===== src/rtl/hazard_pkg.sv =====
// Shared definitions for the pipeline hazard controller: FSM encoding,
// forward-select codes and the hard-wired zero register index.
package hazard_pkg;

  typedef enum logic [1:0] {
    IDLE = 2'd0,
    WAIT = 2'd1,
    ERR  = 2'd2
  } hz_state_e;

  localparam logic [1:0] FWD_RF = 2'b00;
  localparam logic [1:0] FWD_M  = 2'b10;
  localparam logic [1:0] FWD_W  = 2'b01;

  localparam logic [4:0] REG_ZERO = 5'd0;

endpackage


===== src/rtl/hazard_ctrl_if.sv =====
// Pipeline <-> hazard controller bundle: register indices and enables in,
// stall/flush/forward controls out. The controller uses the slave modport.
interface hazard_ctrl_if #(
  parameter int REG_W = 5
) ();

  logic [REG_W-1:0] rsD, rtD, rsE, rtE;
  logic [REG_W-1:0] write_regE, write_regM, write_regW;
  logic             regwriteE, regwriteM, regwriteW;
  logic             memtoregE, memtoregM;
  logic             branchD, pcsrcD;
  logic             dm_reqM, dm_ready;

  logic             stallF, stallD, stallE, stallM;
  logic             flushD, flushE, bubbleW;
  logic [1:0]       forwardAE, forwardBE;
  logic             forwardAD, forwardBD;
  logic             mem_wait, mem_err;

  modport slave (
    input  rsD, rtD, rsE, rtE, write_regE, write_regM, write_regW,
           regwriteE, regwriteM, regwriteW, memtoregE, memtoregM,
           branchD, pcsrcD, dm_reqM, dm_ready,
    output stallF, stallD, stallE, stallM, flushD, flushE, bubbleW,
           forwardAE, forwardBE, forwardAD, forwardBD, mem_wait, mem_err
  );

  modport master (
    output rsD, rtD, rsE, rtE, write_regE, write_regM, write_regW,
           regwriteE, regwriteM, regwriteW, memtoregE, memtoregM,
           branchD, pcsrcD, dm_reqM, dm_ready,
    input  stallF, stallD, stallE, stallM, flushD, flushE, bubbleW,
           forwardAE, forwardBE, forwardAD, forwardBD, mem_wait, mem_err
  );

endinterface


===== src/rtl/hazard_ctrl_fwd_unit.sv =====
// Combinational forwarding selects for the EX operands (M over W priority)
// and the ID branch-compare operands (M only).
module fwd_unit
  import hazard_pkg::*;
#(
  parameter int REG_W = 5
) (
  input  logic [REG_W-1:0] rs_e_i,
  input  logic [REG_W-1:0] rt_e_i,
  input  logic [REG_W-1:0] rs_d_i,
  input  logic [REG_W-1:0] rt_d_i,
  input  logic [REG_W-1:0] wr_m_i,
  input  logic [REG_W-1:0] wr_w_i,
  input  logic             regwrite_m_i,
  input  logic             regwrite_w_i,
  output logic [1:0]       fwd_ae_o,
  output logic [1:0]       fwd_be_o,
  output logic             fwd_ad_o,
  output logic             fwd_bd_o
);

  localparam logic [REG_W-1:0] ZERO = REG_W'(REG_ZERO);

  // Register 0 is hard-wired, so a write to it never produces a forward.
  function automatic logic hit(input logic [REG_W-1:0] src,
                               input logic             en,
                               input logic [REG_W-1:0] dst);
    return (src != ZERO) && en && (dst == src);
  endfunction

  function automatic logic [1:0] ex_sel(input logic [REG_W-1:0] src,
                                        input logic             en_m,
                                        input logic [REG_W-1:0] dst_m,
                                        input logic             en_w,
                                        input logic [REG_W-1:0] dst_w);
    if (hit(src, en_m, dst_m)) return FWD_M;
    if (hit(src, en_w, dst_w)) return FWD_W;
    return FWD_RF;
  endfunction

  assign fwd_ae_o = ex_sel(rs_e_i, regwrite_m_i, wr_m_i, regwrite_w_i, wr_w_i);
  assign fwd_be_o = ex_sel(rt_e_i, regwrite_m_i, wr_m_i, regwrite_w_i, wr_w_i);
  assign fwd_ad_o = hit(rs_d_i, regwrite_m_i, wr_m_i);
  assign fwd_bd_o = hit(rt_d_i, regwrite_m_i, wr_m_i);

endmodule


===== src/rtl/hazard_ctrl.sv =====
// Five-stage pipeline hazard controller: stall/flush/bubble, forwarding and
// a memory-wait FSM with timeout. HAZARD_PERF_CNT_EN adds stall-cycle counters.
module hazard_ctrl
  import hazard_pkg::*;
#(
  parameter int REG_W       = 5,
  parameter int TMO_W       = 8,
  parameter int MEM_TIMEOUT = 200
) (
  input  logic        clk,
  input  logic        reset,
  hazard_ctrl_if.slave hz
`ifdef HAZARD_PERF_CNT_EN
  ,
  output logic [31:0] perf_lw,
  output logic [31:0] perf_br,
  output logic [31:0] perf_mem
`endif
);

  localparam logic [REG_W-1:0] ZERO    = REG_W'(REG_ZERO);
  localparam logic [TMO_W-1:0] TMO_LIM = TMO_W'(MEM_TIMEOUT);
  localparam logic [TMO_W-1:0] CNT_ONE = TMO_W'(1);

  hz_state_e        state_q;
  logic [TMO_W-1:0] cnt_q;
  logic             mem_wait_q, mem_err_q;

  logic lw_stall, br_stall, mem_stall;
  logic stall_f, stall_d, stall_e, stall_m;
  logic flush_d, flush_e, bubble_w;

  fwd_unit #(.REG_W(REG_W)) u_fwd (
    .rs_e_i       (hz.rsE),
    .rt_e_i       (hz.rtE),
    .rs_d_i       (hz.rsD),
    .rt_d_i       (hz.rtD),
    .wr_m_i       (hz.write_regM),
    .wr_w_i       (hz.write_regW),
    .regwrite_m_i (hz.regwriteM),
    .regwrite_w_i (hz.regwriteW),
    .fwd_ae_o     (hz.forwardAE),
    .fwd_be_o     (hz.forwardBE),
    .fwd_ad_o     (hz.forwardAD),
    .fwd_bd_o     (hz.forwardBD)
  );

  assign lw_stall = hz.memtoregE && (hz.write_regE != ZERO) &&
                    ((hz.rsD == hz.write_regE) || (hz.rtD == hz.write_regE));

  assign br_stall = hz.branchD &&
    ((hz.regwriteE && (hz.write_regE != ZERO) &&
      ((hz.write_regE == hz.rsD) || (hz.write_regE == hz.rtD))) ||
     (hz.memtoregM && (hz.write_regM != ZERO) &&
      ((hz.write_regM == hz.rsD) || (hz.write_regM == hz.rtD))));

  assign mem_stall = (hz.dm_reqM && !hz.dm_ready) || (state_q == ERR);

  // A memory stall freezes everything, so no flush may discard held stages.
  always_comb begin
    stall_f  = 1'b0;
    stall_d  = 1'b0;
    stall_e  = 1'b0;
    stall_m  = 1'b0;
    flush_d  = 1'b0;
    flush_e  = 1'b0;
    bubble_w = 1'b0;
    if (mem_stall) begin
      stall_f  = 1'b1;
      stall_d  = 1'b1;
      stall_e  = 1'b1;
      stall_m  = 1'b1;
      bubble_w = 1'b1;
    end else if (lw_stall || br_stall) begin
      stall_f = 1'b1;
      stall_d = 1'b1;
      flush_e = 1'b1;
    end else begin
      flush_d = hz.pcsrcD;
    end
  end

  assign hz.stallF   = stall_f;
  assign hz.stallD   = stall_d;
  assign hz.stallE   = stall_e;
  assign hz.stallM   = stall_m;
  assign hz.flushD   = flush_d;
  assign hz.flushE   = flush_e;
  assign hz.bubbleW  = bubble_w;
  assign hz.mem_wait = mem_wait_q;
  assign hz.mem_err  = mem_err_q;

  always_ff @(posedge clk) begin
    if (!reset) begin
      state_q    <= IDLE;
      cnt_q      <= '0;
      mem_wait_q <= 1'b0;
      mem_err_q  <= 1'b0;
    end else begin
      case (state_q)
        IDLE: begin
          if (hz.dm_reqM && !hz.dm_ready) begin
            state_q    <= WAIT;
            cnt_q      <= CNT_ONE;
            mem_wait_q <= 1'b1;
          end
        end
        WAIT: begin
          // A withdrawn request ends the wait just like a completed one.
          if (!hz.dm_reqM || hz.dm_ready) begin
            state_q    <= IDLE;
            cnt_q      <= '0;
            mem_wait_q <= 1'b0;
          end else if (cnt_q == TMO_LIM) begin
            state_q    <= ERR;
            mem_wait_q <= 1'b0;
            mem_err_q  <= 1'b1;
          end else if (cnt_q != '1) begin
            cnt_q <= cnt_q + CNT_ONE;
          end
        end
        ERR: begin
          mem_err_q <= 1'b1;
        end
        default: begin
          state_q    <= IDLE;
          cnt_q      <= '0;
          mem_wait_q <= 1'b0;
        end
      endcase
    end
  end

`ifdef HAZARD_PERF_CNT_EN
  logic [31:0] perf_lw_q, perf_lw_d;
  logic [31:0] perf_br_q, perf_br_d;
  logic [31:0] perf_mem_q, perf_mem_d;

  function automatic logic [31:0] sat_inc32(input logic [31:0] v);
    return (&v) ? v : v + 32'd1;
  endfunction

  // Each cycle is charged to the single stall cause that wins priority.
  always_comb begin
    perf_lw_d  = perf_lw_q;
    perf_br_d  = perf_br_q;
    perf_mem_d = perf_mem_q;
    if (mem_stall)     perf_mem_d = sat_inc32(perf_mem_q);
    else if (lw_stall) perf_lw_d  = sat_inc32(perf_lw_q);
    else if (br_stall) perf_br_d  = sat_inc32(perf_br_q);
  end

  always_ff @(posedge clk) begin
    if (!reset) begin
      perf_lw_q  <= '0;
      perf_br_q  <= '0;
      perf_mem_q <= '0;
    end else begin
      perf_lw_q  <= perf_lw_d;
      perf_br_q  <= perf_br_d;
      perf_mem_q <= perf_mem_d;
    end
  end

  assign perf_lw  = perf_lw_q;
  assign perf_br  = perf_br_q;
  assign perf_mem = perf_mem_q;
`endif

endmodule


===== src/flat_wrapper.sv =====
// flat-port wrapper written by rule: the top's interface ports become plain ports
module hazard_ctrl_flat import hazard_pkg::*;
#(
  parameter int REG_W       = 5,
  parameter int TMO_W       = 8,
  parameter int MEM_TIMEOUT = 200
)
  (clk, reset, hz_rsD, hz_rtD, hz_rsE, hz_rtE, hz_write_regE, hz_write_regM, hz_write_regW, hz_regwriteE, hz_regwriteM, hz_regwriteW, hz_memtoregE, hz_memtoregM, hz_branchD, hz_pcsrcD, hz_dm_reqM, hz_dm_ready, hz_stallF, hz_stallD, hz_stallE, hz_stallM, hz_flushD, hz_flushE, hz_bubbleW, hz_forwardAE, hz_forwardBE, hz_forwardAD, hz_forwardBD, hz_mem_wait, hz_mem_err);
  hazard_ctrl_if #(.REG_W(REG_W)) hz_i ();
  input  logic clk;
  input  logic reset;
  input wire logic [$bits(hz_i.rsD)-1:0] hz_rsD;
  input wire logic [$bits(hz_i.rtD)-1:0] hz_rtD;
  input wire logic [$bits(hz_i.rsE)-1:0] hz_rsE;
  input wire logic [$bits(hz_i.rtE)-1:0] hz_rtE;
  input wire logic [$bits(hz_i.write_regE)-1:0] hz_write_regE;
  input wire logic [$bits(hz_i.write_regM)-1:0] hz_write_regM;
  input wire logic [$bits(hz_i.write_regW)-1:0] hz_write_regW;
  input wire logic [$bits(hz_i.regwriteE)-1:0] hz_regwriteE;
  input wire logic [$bits(hz_i.regwriteM)-1:0] hz_regwriteM;
  input wire logic [$bits(hz_i.regwriteW)-1:0] hz_regwriteW;
  input wire logic [$bits(hz_i.memtoregE)-1:0] hz_memtoregE;
  input wire logic [$bits(hz_i.memtoregM)-1:0] hz_memtoregM;
  input wire logic [$bits(hz_i.branchD)-1:0] hz_branchD;
  input wire logic [$bits(hz_i.pcsrcD)-1:0] hz_pcsrcD;
  input wire logic [$bits(hz_i.dm_reqM)-1:0] hz_dm_reqM;
  input wire logic [$bits(hz_i.dm_ready)-1:0] hz_dm_ready;
  output wire logic [$bits(hz_i.stallF)-1:0] hz_stallF;
  output wire logic [$bits(hz_i.stallD)-1:0] hz_stallD;
  output wire logic [$bits(hz_i.stallE)-1:0] hz_stallE;
  output wire logic [$bits(hz_i.stallM)-1:0] hz_stallM;
  output wire logic [$bits(hz_i.flushD)-1:0] hz_flushD;
  output wire logic [$bits(hz_i.flushE)-1:0] hz_flushE;
  output wire logic [$bits(hz_i.bubbleW)-1:0] hz_bubbleW;
  output wire logic [$bits(hz_i.forwardAE)-1:0] hz_forwardAE;
  output wire logic [$bits(hz_i.forwardBE)-1:0] hz_forwardBE;
  output wire logic [$bits(hz_i.forwardAD)-1:0] hz_forwardAD;
  output wire logic [$bits(hz_i.forwardBD)-1:0] hz_forwardBD;
  output wire logic [$bits(hz_i.mem_wait)-1:0] hz_mem_wait;
  output wire logic [$bits(hz_i.mem_err)-1:0] hz_mem_err;
  assign hz_i.rsD = hz_rsD;
  assign hz_i.rtD = hz_rtD;
  assign hz_i.rsE = hz_rsE;
  assign hz_i.rtE = hz_rtE;
  assign hz_i.write_regE = hz_write_regE;
  assign hz_i.write_regM = hz_write_regM;
  assign hz_i.write_regW = hz_write_regW;
  assign hz_i.regwriteE = hz_regwriteE;
  assign hz_i.regwriteM = hz_regwriteM;
  assign hz_i.regwriteW = hz_regwriteW;
  assign hz_i.memtoregE = hz_memtoregE;
  assign hz_i.memtoregM = hz_memtoregM;
  assign hz_i.branchD = hz_branchD;
  assign hz_i.pcsrcD = hz_pcsrcD;
  assign hz_i.dm_reqM = hz_dm_reqM;
  assign hz_i.dm_ready = hz_dm_ready;
  assign hz_stallF = hz_i.stallF;
  assign hz_stallD = hz_i.stallD;
  assign hz_stallE = hz_i.stallE;
  assign hz_stallM = hz_i.stallM;
  assign hz_flushD = hz_i.flushD;
  assign hz_flushE = hz_i.flushE;
  assign hz_bubbleW = hz_i.bubbleW;
  assign hz_forwardAE = hz_i.forwardAE;
  assign hz_forwardBE = hz_i.forwardBE;
  assign hz_forwardAD = hz_i.forwardAD;
  assign hz_forwardBD = hz_i.forwardBD;
  assign hz_mem_wait = hz_i.mem_wait;
  assign hz_mem_err = hz_i.mem_err;
  hazard_ctrl #(.REG_W(REG_W), .TMO_W(TMO_W), .MEM_TIMEOUT(MEM_TIMEOUT)) u_core (.clk(clk), .reset(reset), .hz(hz_i));
endmodule

===== config.mk =====
export PLATFORM = sky130hd
export DESIGN_NAME = hazard_ctrl_flat
export DESIGN_NICKNAME = d
export VERILOG_FILES = /design/src/rtl/hazard_pkg.sv /design/src/rtl/hazard_ctrl_if.sv /design/src/rtl/hazard_ctrl_fwd_unit.sv /design/src/rtl/hazard_ctrl.sv /design/src/flat_wrapper.sv
export SDC_FILE = /design/constraint.sdc
export NUM_CORES = 1
export LEC_CHECK = 0
export CORE_MARGIN = 1.5
export CORE_UTILIZATION = 38
export DETAILED_ROUTE_END_ITERATION = 16
export PLACE_DENSITY = 0.76
export SETUP_SLACK_MARGIN = 0.02
export SYNTH_ARGS = -nofsm -noshare
export SYNTH_HDL_FRONTEND = slang
export SYNTH_SLANG_ARGS = --single-unit

===== constraint.sdc =====
create_clock -name clk -period 4.6 [get_ports clk]
set_input_delay 0.69 -clock clk [delete_from_list [all_inputs] [get_ports clk]]
set_output_delay 0.69 -clock clk [all_outputs]
set_load 0.02 [all_outputs]

* Word level (Yosys, flattened, before mapping)
Index checks and enable logic that the tools add are counted.
Cells by class: $add $sub $neg 1, eq/ne operators 20, multiplexer cells 36, bitwise operators 1, reductions and logical operators 40
Operator list (number):
- $eq A5 B5 Y1 | 10
- $mux W8 | 4
- $reduce_bool A5 Y1 | 6
- $pmux W8 S3 | 1
- $mux W2 | 11
- $logic_and A1 B1 Y1 | 20
- $mux W1 | 17
- $add A8 B1 Y8 const B | 1
- $eq A8 B8 Y1 const B | 1
- $ne A8 B8 Y1 const B | 1
- $logic_or A1 B1 Y1 | 7
- $ne A3 B1 Y1 const B | 2
- $pmux W2 S3 | 1
- $reduce_and A3 Y1 | 2
- $ne A2 B1 Y1 const B | 2
- $reduce_and A4 Y1 | 1
- $ne A3 B2 Y1 const B | 1
- $pmux W1 S3 | 1
- $eq A2 B1 Y1 const B | 1
- $eq A2 B2 Y1 const B | 1
- $logic_not A1 Y1 | 2
- $logic_not A2 Y1 | 1
- $ne A2 B2 Y1 const B | 1
- $pmux W1 S2 | 1
- other kinds (2) | 2
Storage, ports and cells: register bits after elaboration 12, bits of input ports 46, output and inout port bits 15, word-level logic and storage cells 102

* Logic depth before layout (Yosys ltp)
Gate-level depths: netlist (run 1).
depth in word-level cells 8, depth in mapped cells 7, depth with buffers taken out 7

* Hierarchy
A second synthesis (run 1) with hierarchy kept.
Unflattened totals: cell total of the unflattened synthesis 170, area, all modules 1387.6 um^2
Modules (own cells, without submodules):
- hazard_ctrl | instances 1, cells each 114, area an instance 937.1 um^2, seq. area each 220.2 um^2
- fwd_unit | instances 1, cells each 56, area an instance 450.4 um^2, seq. area each 0.0 um^2

* Least setup slack after synthesis (run 1)
No wires, ideal clock.
path type input to output, start input hz_rsE[1], end output hz_forwardAE[0], arrival 2197 ps, data required time 3910 ps, path slack 1713 ps, stages on the path 4, buffers on the path 0, cells stage by stage or4_1 nor2_1 nor4_1 nor4_1
Between the ends: longest elaborated chain between the ends 7, elaborated cells between the ends (all ways) 13, those cells by class eq/ne: 2; mux: 6; reduce/logical: 5
Ends and longest elaborated chain:
- from (decl) | line flat_wrapper.sv:14 | input wire logic [$bits(hz_i.rsE)-1:0] hz_rsE;
- $reduce_bool A5 Y1 | line hazard_ctrl_fwd_unit.sv:28 | return (src != ZERO) && en && (dst == src);
- $logic_and A1 B1 Y1 (2 in a row) | line hazard_ctrl_fwd_unit.sv:28
- $mux W1 (2 in a row) | line hazard_ctrl_fwd_unit.sv:37 | if (hit(src, en_w, dst_w)) return FWD_W;
- $mux W2 | line hazard_ctrl_fwd_unit.sv:38 | return FWD_RF;
- $mux W2 (*) | line hazard_ctrl_fwd_unit.sv:37
- to (decl) | line flat_wrapper.sv:35 | output wire logic [$bits(hz_i.forwardAE)-1:0] hz_forwardAE;
Every way passes the cells marked *; elsewhere a longest branch is shown, timed or not. The select of a mux whose other input is x is not followed.

* Final worst setup path (run 1)
start input hz_write_regM[2], end output hz_flushD
Between the ends: longest elaborated chain between the ends 8, elaborated cells between the ends (all ways) 11, those cells by class eq/ne: 2; mux: 2; reduce/logical: 7
Ends and longest elaborated chain:
- from (decl) | line flat_wrapper.sv:17 | input wire logic [$bits(hz_i.write_regM)-1:0] hz_write_regM;
- $eq A5 B5 Y1 / $reduce_bool A5 Y1 (equally long branches) | line hazard_ctrl.sv:55, hazard_ctrl.sv:54
- $logic_or A1 B1 Y1 / $logic_and A1 B1 Y1 (equally long branches) | line hazard_ctrl.sv:55, hazard_ctrl.sv:54
- $logic_and A1 B1 Y1 (*) | line hazard_ctrl.sv:54 | (hz.memtoregM && (hz.write_regM != ZERO) &&
- $logic_or A1 B1 Y1 (*) | line hazard_ctrl.sv:53 | ((hz.write_regE == hz.rsD) || (hz.write_regE == hz.rtD))) ||
- $logic_and A1 B1 Y1 (*) | line hazard_ctrl.sv:51 | assign br_stall = hz.branchD &&
- $logic_or A1 B1 Y1 (*) | line hazard_ctrl.sv:74 | end else if (lw_stall || br_stall) begin
- $mux W1 (*) | line hazard_ctrl.sv:74
- $mux W1 (*) | line hazard_ctrl.sv:68 | if (mem_stall) begin
- to (decl) | line flat_wrapper.sv:32 | output wire logic [$bits(hz_i.flushD)-1:0] hz_flushD;
Every way passes the cells marked *; elsewhere a longest branch is shown, timed or not.

==> metrics.md, run 1 <==
| Metric | Value |
|---|---|
| Clock Tree Root | clkbuf_4 |
| Mapped cell area | 1280 µm² |
| Site row count | 20 |
| Dpl cell area | 1880 µm² |
| Total power divided by cell area | 170 nW/µm² |
| Crit end category | output pin |
| Met1 GRT Util | 26.8% |
| Vias per cell | 5.04 |
| CP max stage cell | clkdlybuf4s50_1 |
| Sequential fraction of the synthesis area | 17.2% |
| Die X-Extent | 61.0 µm |
| Setup TNS | 0 ps |
| CP Class | in2out |
| Max-Cap Viols | 0 |
| Clock latency on the worst-skew pair | 270 ps |
| Final Max Slew Viols | 0 |
| Clock slew at reported path FFs | 70 ps |
| Post-cts resize count | 0 |
| H-tree Lvls | 1 |
| CP top delay family | buffers and inverters |
| Synth Register Bits | 11 |
| First-pass GRT wire length | 5460 µm |
| Die Ht | 61.0 µm |
| Critical Path AT | 2890 ps |
| Postcts setup bufs | 0 |
| Fin. Hold Viols | 0 |
| Clock skew | 1.67 ps |
| Crit-path max cell delay | 600 ps |
| Register area | 220 µm² |
| Hold_buf cts | 0 |
| F_max | 279 MHz |
| Drt initial violations | 120 |
| GR peak layer | met2 |
| Grt ovf | 0 |
| Peak VDD IR | 0.128 mV |
| CTS tree | built |
| Antenna viol nets, final | 0 |
| Port Buf Inserts | 60 |
| TritonCTS Buffers | 3 |
| Antenna violations before repair | 0 |
| Fin area | 1900 µm² |
| Dpl ws | 1010 ps |
| Critical Path RT | 3910 ps |
| Sink Count | 11 |
| Fin cells | 261 |
| Total number of vias | 1316 |
| # DRC | 0 |
| Worst slew pin tran | 511 ps |
| Static Leakage | 0.694 nW |
| Worst R2R Setup Slack | 2830 ps |
| Area of the multi-input gates | 981 µm² |
| Aggregate global-route resource usage | 19.0% |
| N_diodes | 0 |
| Relative slew slack | 65.7% |
| Setup crit start kind | input pin |
| Post-synth top area share | 17.8% |
| Vias in the first global route | 1226 |
| Post-synth cell types | 34 |
| Layout cell share with drive strength beyond 1 | 3.69% |
| Syn-to-layout area delta | 48.7% |
| Initial Utilization | 40.9% |
| Wirelength per Cell | 13.3 µm |
| Synth warn | 0 |
| Post-Syn Nets | 212 |
| Hold WC Path Type | reg2reg |
| RSZ-0062 raised after global routing | no |
| Met3 Usage GRT | 2.10% |
| Area of the die | 3720 µm² |
| RD Place Congestion | 0.877 |
| Run status | complete, no violations |
| Final #Nets | 269 |
| Worst Path Buf+Inv | 2 |
| Yosys top cell by area | xnor2_1 |
| Synth Instances | 161 |
| # setup viols final | 0 |
| Pre-antenna DRT Iters | 4 |
| Detail Placement HPWL | 2840 µm |
| Minimum clock period | 3580 ps |
| Met2 Usage GRT | 30.6% |
| Largest fanout on the critical path | 5 |
| CTS max path bufs | 2 |
| Syn avg cell area | 7.94 µm² |
| Setup ws final | 1020 ps |
| Hold slack final | 491 ps |
| Most common cell on crit path | clkdlybuf4s50_1 |
| Largest net degree at the start of global routing | 10 |
| Cells after DPL | 257 |
| Drt total wl | 3460 µm |
| Core ar. | 3130 µm² |
| Top post-synthesis cells by area | xnor2_1 18%, dfxtp_1 17%, xor2_1 14% |
| Worst path cell trace | clkdlybuf4s50_1 -> or4_4 -> o211ai_2 -> a21o_1 -> and4_1 -> clkdlybuf4s50_1 |
| Fill cells | 302 |
| Crit share post-route | 77.9% |
| # IOs | 61 |
-- layout make-up --
cell class	instances	share of cell area [%]
multi-input combinational	137	51.6
timing repair buffer	60	31.6
sequential	11	11.6
tap	44	2.89
clock buffer	4	1.38
inverter	5	0.987
-- layer usage --
| metal | vias up | routed length (µm) |
|---|---|---|
| met4 | 0 | 38 |
| met5 | - | 0 |
| met2 | 54 | 1430 |
| met3 | 5 | 275 |
| li1 | 673 | - |
| met1 | 584 | 1720 |
-- final timing paths --
check                                        end                      startpoint  depth (start not counted)
setup / recovery                       hz_flushD                hz_write_regM[2]                          6
hold / removal    u_core.hz.mem_err$_SDFFE_PN0P_  u_core.hz.mem_err$_SDFFE_PN0P_                          2
setup reg to reg    u_core.cnt_q[1]$_SDFFE_PN0P_    u_core.cnt_q[0]$_SDFFE_PN0P_                          7
hold reg to reg   u_core.hz.mem_err$_SDFFE_PN0P_  u_core.hz.mem_err$_SDFFE_PN0P_                          2
-- worst reg2reg max path: cells and delay by family (launching register included) --
kind	cells	cell delay, ps
buf+inv	1	90
compound gates	2	520
simple gates	3	490
flops	1	370
fa+ha+maj	1	200
-- synthesized netlist by cell type, drive strengths merged --
library cell	count
ha	5
a31oi	1
and4	2
clkbuf	2
a21o	2
and3	5
o21ai	7
nor2b	3
and2	1
o211ai	2
nor2	13
nor4	4
nand3	11
inv	5
or4	5
a41o	1
and3b	1
nand4	6
xnor2	26
nor3	6
xor2	20
a21oi	7
nand2	5
buf	6
nor4b	1
nand2b	2
dfxtp	11
mux2i	1
-- flip-flops by register name (all words and copies together), names as in the netlist --
register and flops:
u_core.state_q 2, u_core.cnt_q 8, u_core.hz.mem_err 1
-- stage by stage --
stage	util, %	total power [mW]
after CTS	60.8	0.326
after global placement	60.0	0.257
final	60.8	0.323
after global routing	60.8	0.340
after detailed placement	60.0	0.258
after floorplan	-	0.187
-- cells by family (layout without fill, tap and decap cells) --
logic type | Yosys count | after routing | share of synthesized area, %
adder cells (fa/ha/maj) | 5 | 5 | 4.89
AND/OR/NAND/NOR | 65 | 65 | 29.4
flip-flops | 11 | 11 | 17.2
multiplexers | 1 | 1 | 0.783
buffers and inverters | 13 | 69 | 6.07
AO/OA/AOI/OAI | 20 | 20 | 10.2
XOR/XNOR | 46 | 46 | 31.5
-- cell usage in the layout, fill, tap and decap left out --
cell / count
clkbuf_1: 1
and4_1: 2
nand4_1: 6
a21o_1: 2
and2_1: 1
mux2i_1: 1
and3_1: 5
a41o_1: 1
o211ai_2: 2
dfxtp_1: 11
nand2_1: 5
xor2_1: 20
a21oi_1: 6
ha_1: 5
xnor2_1: 26
inv_1: 5
a31oi_1: 1
o21ai_1: 3
nor4b_4: 1
nor4_1: 4
a21oi_2: 1
clkdlybuf4s50_1: 60
and3b_1: 1
o21ai_0: 4
or4_4: 1
nor2_1: 13
clkbuf_4: 3
nor2b_1: 3
or4_1: 4
nor3_1: 6
nand3_1: 11
nand2b_1: 2
-- power breakdown --
part	switching, mW	internal (mW)	leakage, nW
combinational	0.0685	0.0841	0.590
sequential	0.00350	0.0993	0.0893
clock	0.0342	0.0336	0.0150
total	0.106	0.217	0.694
No activity file was read; power rests on OpenSTA's default activity.
==> inputs of run 2 (changes only) <==
Clock period 4.6 ns to 3.52 ns, I/O delays scaled along.
==> run 2 against run 1 <==
- sequential share of layout area decreased by 0.14 points
- cell count increased by 1.1%
- register-to-register slack got worse by 1100 ps
- critical path depth unchanged
- non-clock buffer count increased by 3
- utilization increased by 0.72 points
- sequential power increased by 30%
- sequential cell count unchanged
- design area increased by 1.2%
- first-iteration DRC count decreased by 49%
==> metrics.md, run 2 (synthesized netlist as in run 1, its figures left out) <==
| Metric | Value |
|---|---|
| Run status | complete, no violations |
| Crit-path max cell delay | 650 ps (+50 ps) |
| Total number of vias | 1304 (-0.91%) |
| Port Buf Inserts | 60 (unchanged) |
| Layout cell share with drive strength beyond 1 | 5.00% (+1.3 points) |
| Critical Path RT | 2990 ps (-920 ps) |
| H-tree Lvls | 1 (unchanged) |
| Clock Tree Root | clkbuf_4 |
| Vias per cell | 4.94 (-2.0%) |
| RR Startpoint | u_core.cnt_q[0]$_SDFFE_PN0P_ |
| Grt ovf | 0 (unchanged) |
| Commonest cells after routing, fill and taps aside | 60 x clkdlybuf4s50_1, 26 x xnor2_1, 20 x xor2_1, 13 x nor2_1 |
| Total power divided by cell area | 219 nW/µm² (+29%) |
| Hold Crit Start | u_core.hz.mem_err$_SDFFE_PN0P_ |
| Minimum clock period | 3200 ps |
| Pre-antenna DRT Iters | 4 (unchanged) |
| # IOs | 61 (unchanged) |
| Aggregate global-route resource usage | 18.1% (-0.87 points) |
| Wirelength per Cell | 12.8 µm (-3.8%) |
| Int Power | 286 µW (+32%) |
| Vias in the first global route | 1155 (-5.8%) |
| Max-Cap Viols | 0 (unchanged) |
| CP Class | in2out |
| Combinational Power Share | 47.9% (+0.7 points) |
| CP top delay family | buffers and inverters |
| N_diodes | 0 (unchanged) |
| WP depth | 6 (unchanged) |
| Die X-Extent | 61.0 µm (unchanged) |
| Clock latency on the worst-skew pair | 270 ps (about the same) |
| Detail Placement HPWL | 2830 µm (-0.57%) |
| Setup TNS | 0 ps (unchanged) |
| CP max stage cell | clkdlybuf4s50_1 |
| Relative slew slack | 67.5% (+1.8 points) |
| CP Capture Point | hz_forwardBE[0] |
| Clock power frac | 20.2% (-0.8 points) |
| Dpl cell area | 1900 µm² (+1.2%) |
| Worst slew pin tran | 484 ps (-27.2 ps) |
| Hold WC Path Type | reg2reg |
| RD Place Congestion | 0.900 (+2.6%) |
| CTS max path bufs | 2 (unchanged) |
| Clock skew | 0.419 ps (-1.25 ps) |
| Largest Register | u_core.cnt_q |
| Most common cell after layout, fill and taps aside | clkdlybuf4s50_1 |
| Largest fanout on the critical path | 3 (-2) |
| Reg2reg path depth | 7 (unchanged) |
| # DRC | 0 (unchanged) |
| Critical Path AT | 2670 ps (-220 ps) |
| Postcts setup bufs | 0 (unchanged) |
| Crit share post-route | 91.0% |
| Syn-to-layout area delta | 50.5% |
| RSZ-0062 raised after global routing | no |
| # setup viols final | 0 (unchanged) |
| Drt total wl | 3370 µm (-2.7%) |
| First-pass GRT wire length | 5150 µm (-5.7%) |
| Fin. Hold Viols | 0 (unchanged) |
| Critical path startpoint | hz_rtE[1] |
| Largest register FFs | 8 (unchanged) |
| Reg2reg end | u_core.cnt_q[1]$_SDFFE_PN0P_ |
| Sw frac | 32.1% (-0.75 points) |
| Peak VDD IR | 0.316 mV (+150%) |
| Largest net degree at the start of global routing | 10 (unchanged) |
| Die Ht | 61.0 µm (unchanged) |
| Dpl ws | 324 ps (-685 ps) |
| Site row count | 20 (unchanged) |
| Fin area | 1920 µm² (+1.2%) |
| Drt initial violations | 61 (-49%) |
| Final Max Slew Viols | 0 (unchanged) |
| NetSw | 135 µW (+27%) |
| Core ar. | 3130 µm² (unchanged) |
| Antenna viol nets, final | 0 (unchanged) |
| Post-cts resize count | 0 (unchanged) |
| TritonCTS Buffers | 3 (unchanged) |
| F_max | 312 MHz |
| Worst Path Buf+Inv | 2 (unchanged) |
| Static Leakage | 0.709 nW (+2.1%) |
| Setup crit start kind | input pin |
| CTS tree | built |
| Hold_buf cts | 0 (unchanged) |
| Sink Count | 11 (unchanged) |
| Final #Nets | 272 (+1.1%) |
| Antenna violations before repair | 0 (unchanged) |
| Area of the die | 3720 µm² (unchanged) |
| Initial Utilization | 40.9% (unchanged) |
| Worst R2R Setup Slack | 1740 ps (-1090 ps) |
| Crit end category | output pin |
| Setup ws final | 318 ps (-698 ps) |
| Clock slew at reported path FFs | 70 ps (about the same) |
| Flop pwr share | 31.9% (about the same) |
| Worst path cell trace | clkdlybuf4s50_1 -> or4_1 -> nor2_1 -> nor4_1 -> nor4_1 -> clkdlybuf4s50_1 |
==> run 2: cell type report <==
class                   count  area (µm²)
clock buffers               4        26.3
fillers                   285        1200
inverters                   5        18.8
multi-input cells         137         981
flip-flops and latches     11         220
well taps                  44        55.1
repair buffers             63         623
==> run 2: per-stage QoR <==
stage	hold slack, ps	cells	utilization (%)	total power, mW
after detailed placement	479	260	60.7	0.340
after global placement	472	260	60.7	0.339
after global routing	516	264	61.5	0.450
after floorplan	463	161	-	0.244
after CTS	494	264	61.5	0.427
final	488	264	61.5	0.421
==> run 2: power by group through the flow <==
stage | logic, mW | registers (mW) | clock network, mW
after floorplan | 0.103 | 0.141 | 0
after CTS | 0.203 | 0.134 | 0.0893
after global placement | 0.201 | 0.137 | 0
after detailed placement | 0.202 | 0.137 | 0
after global routing | 0.219 | 0.135 | 0.0956
final | 0.202 | 0.134 | 0.0850
==> run 2: layer usage <==
| layer | up-vias | GRT usage (%) | share of wire, % |
|---|---|---|---|
| met2 | 51 | 26.7 | 41 |
| met1 | 563 | 26.5 | 49 |
| met5 | - | 0 | 0 |
| li1 | 684 | - | - |
| met3 | 6 | 3.57 | 9.4 |
| met4 | 0 | 5.59 | 1.5 |
==> run 2: worst min-delay path by stage <==
stage                                                end  slack [ps]  depth (start not counted)
after floorplan           u_core.state_q[1]$_SDFFE_PN0P_         460                          2
after global placement    u_core.hz.mem_err$_SDFFE_PN0P_         470                          2
after detailed placement  u_core.hz.mem_err$_SDFFE_PN0P_         480                          2
after CTS                   u_core.cnt_q[0]$_SDFFE_PN0P_         490                          2
after global routing        u_core.cnt_q[0]$_SDFFE_PN0P_         520                          2
final                     u_core.hz.mem_err$_SDFFE_PN0P_         490                          2
==> run 2: worst min-delay path, cell delays in order (launching register included) <==
cell and delay, ps:
dfxtp_1 320, a21oi_1 40, nor2b_1 90
==> inputs of run 3 (changes only) <==
Settings changed: SLEW_MARGIN set to 20.
==> results of run 3 <==
Same layout as run 2: the final DEF is identical, and so are final timing and power.
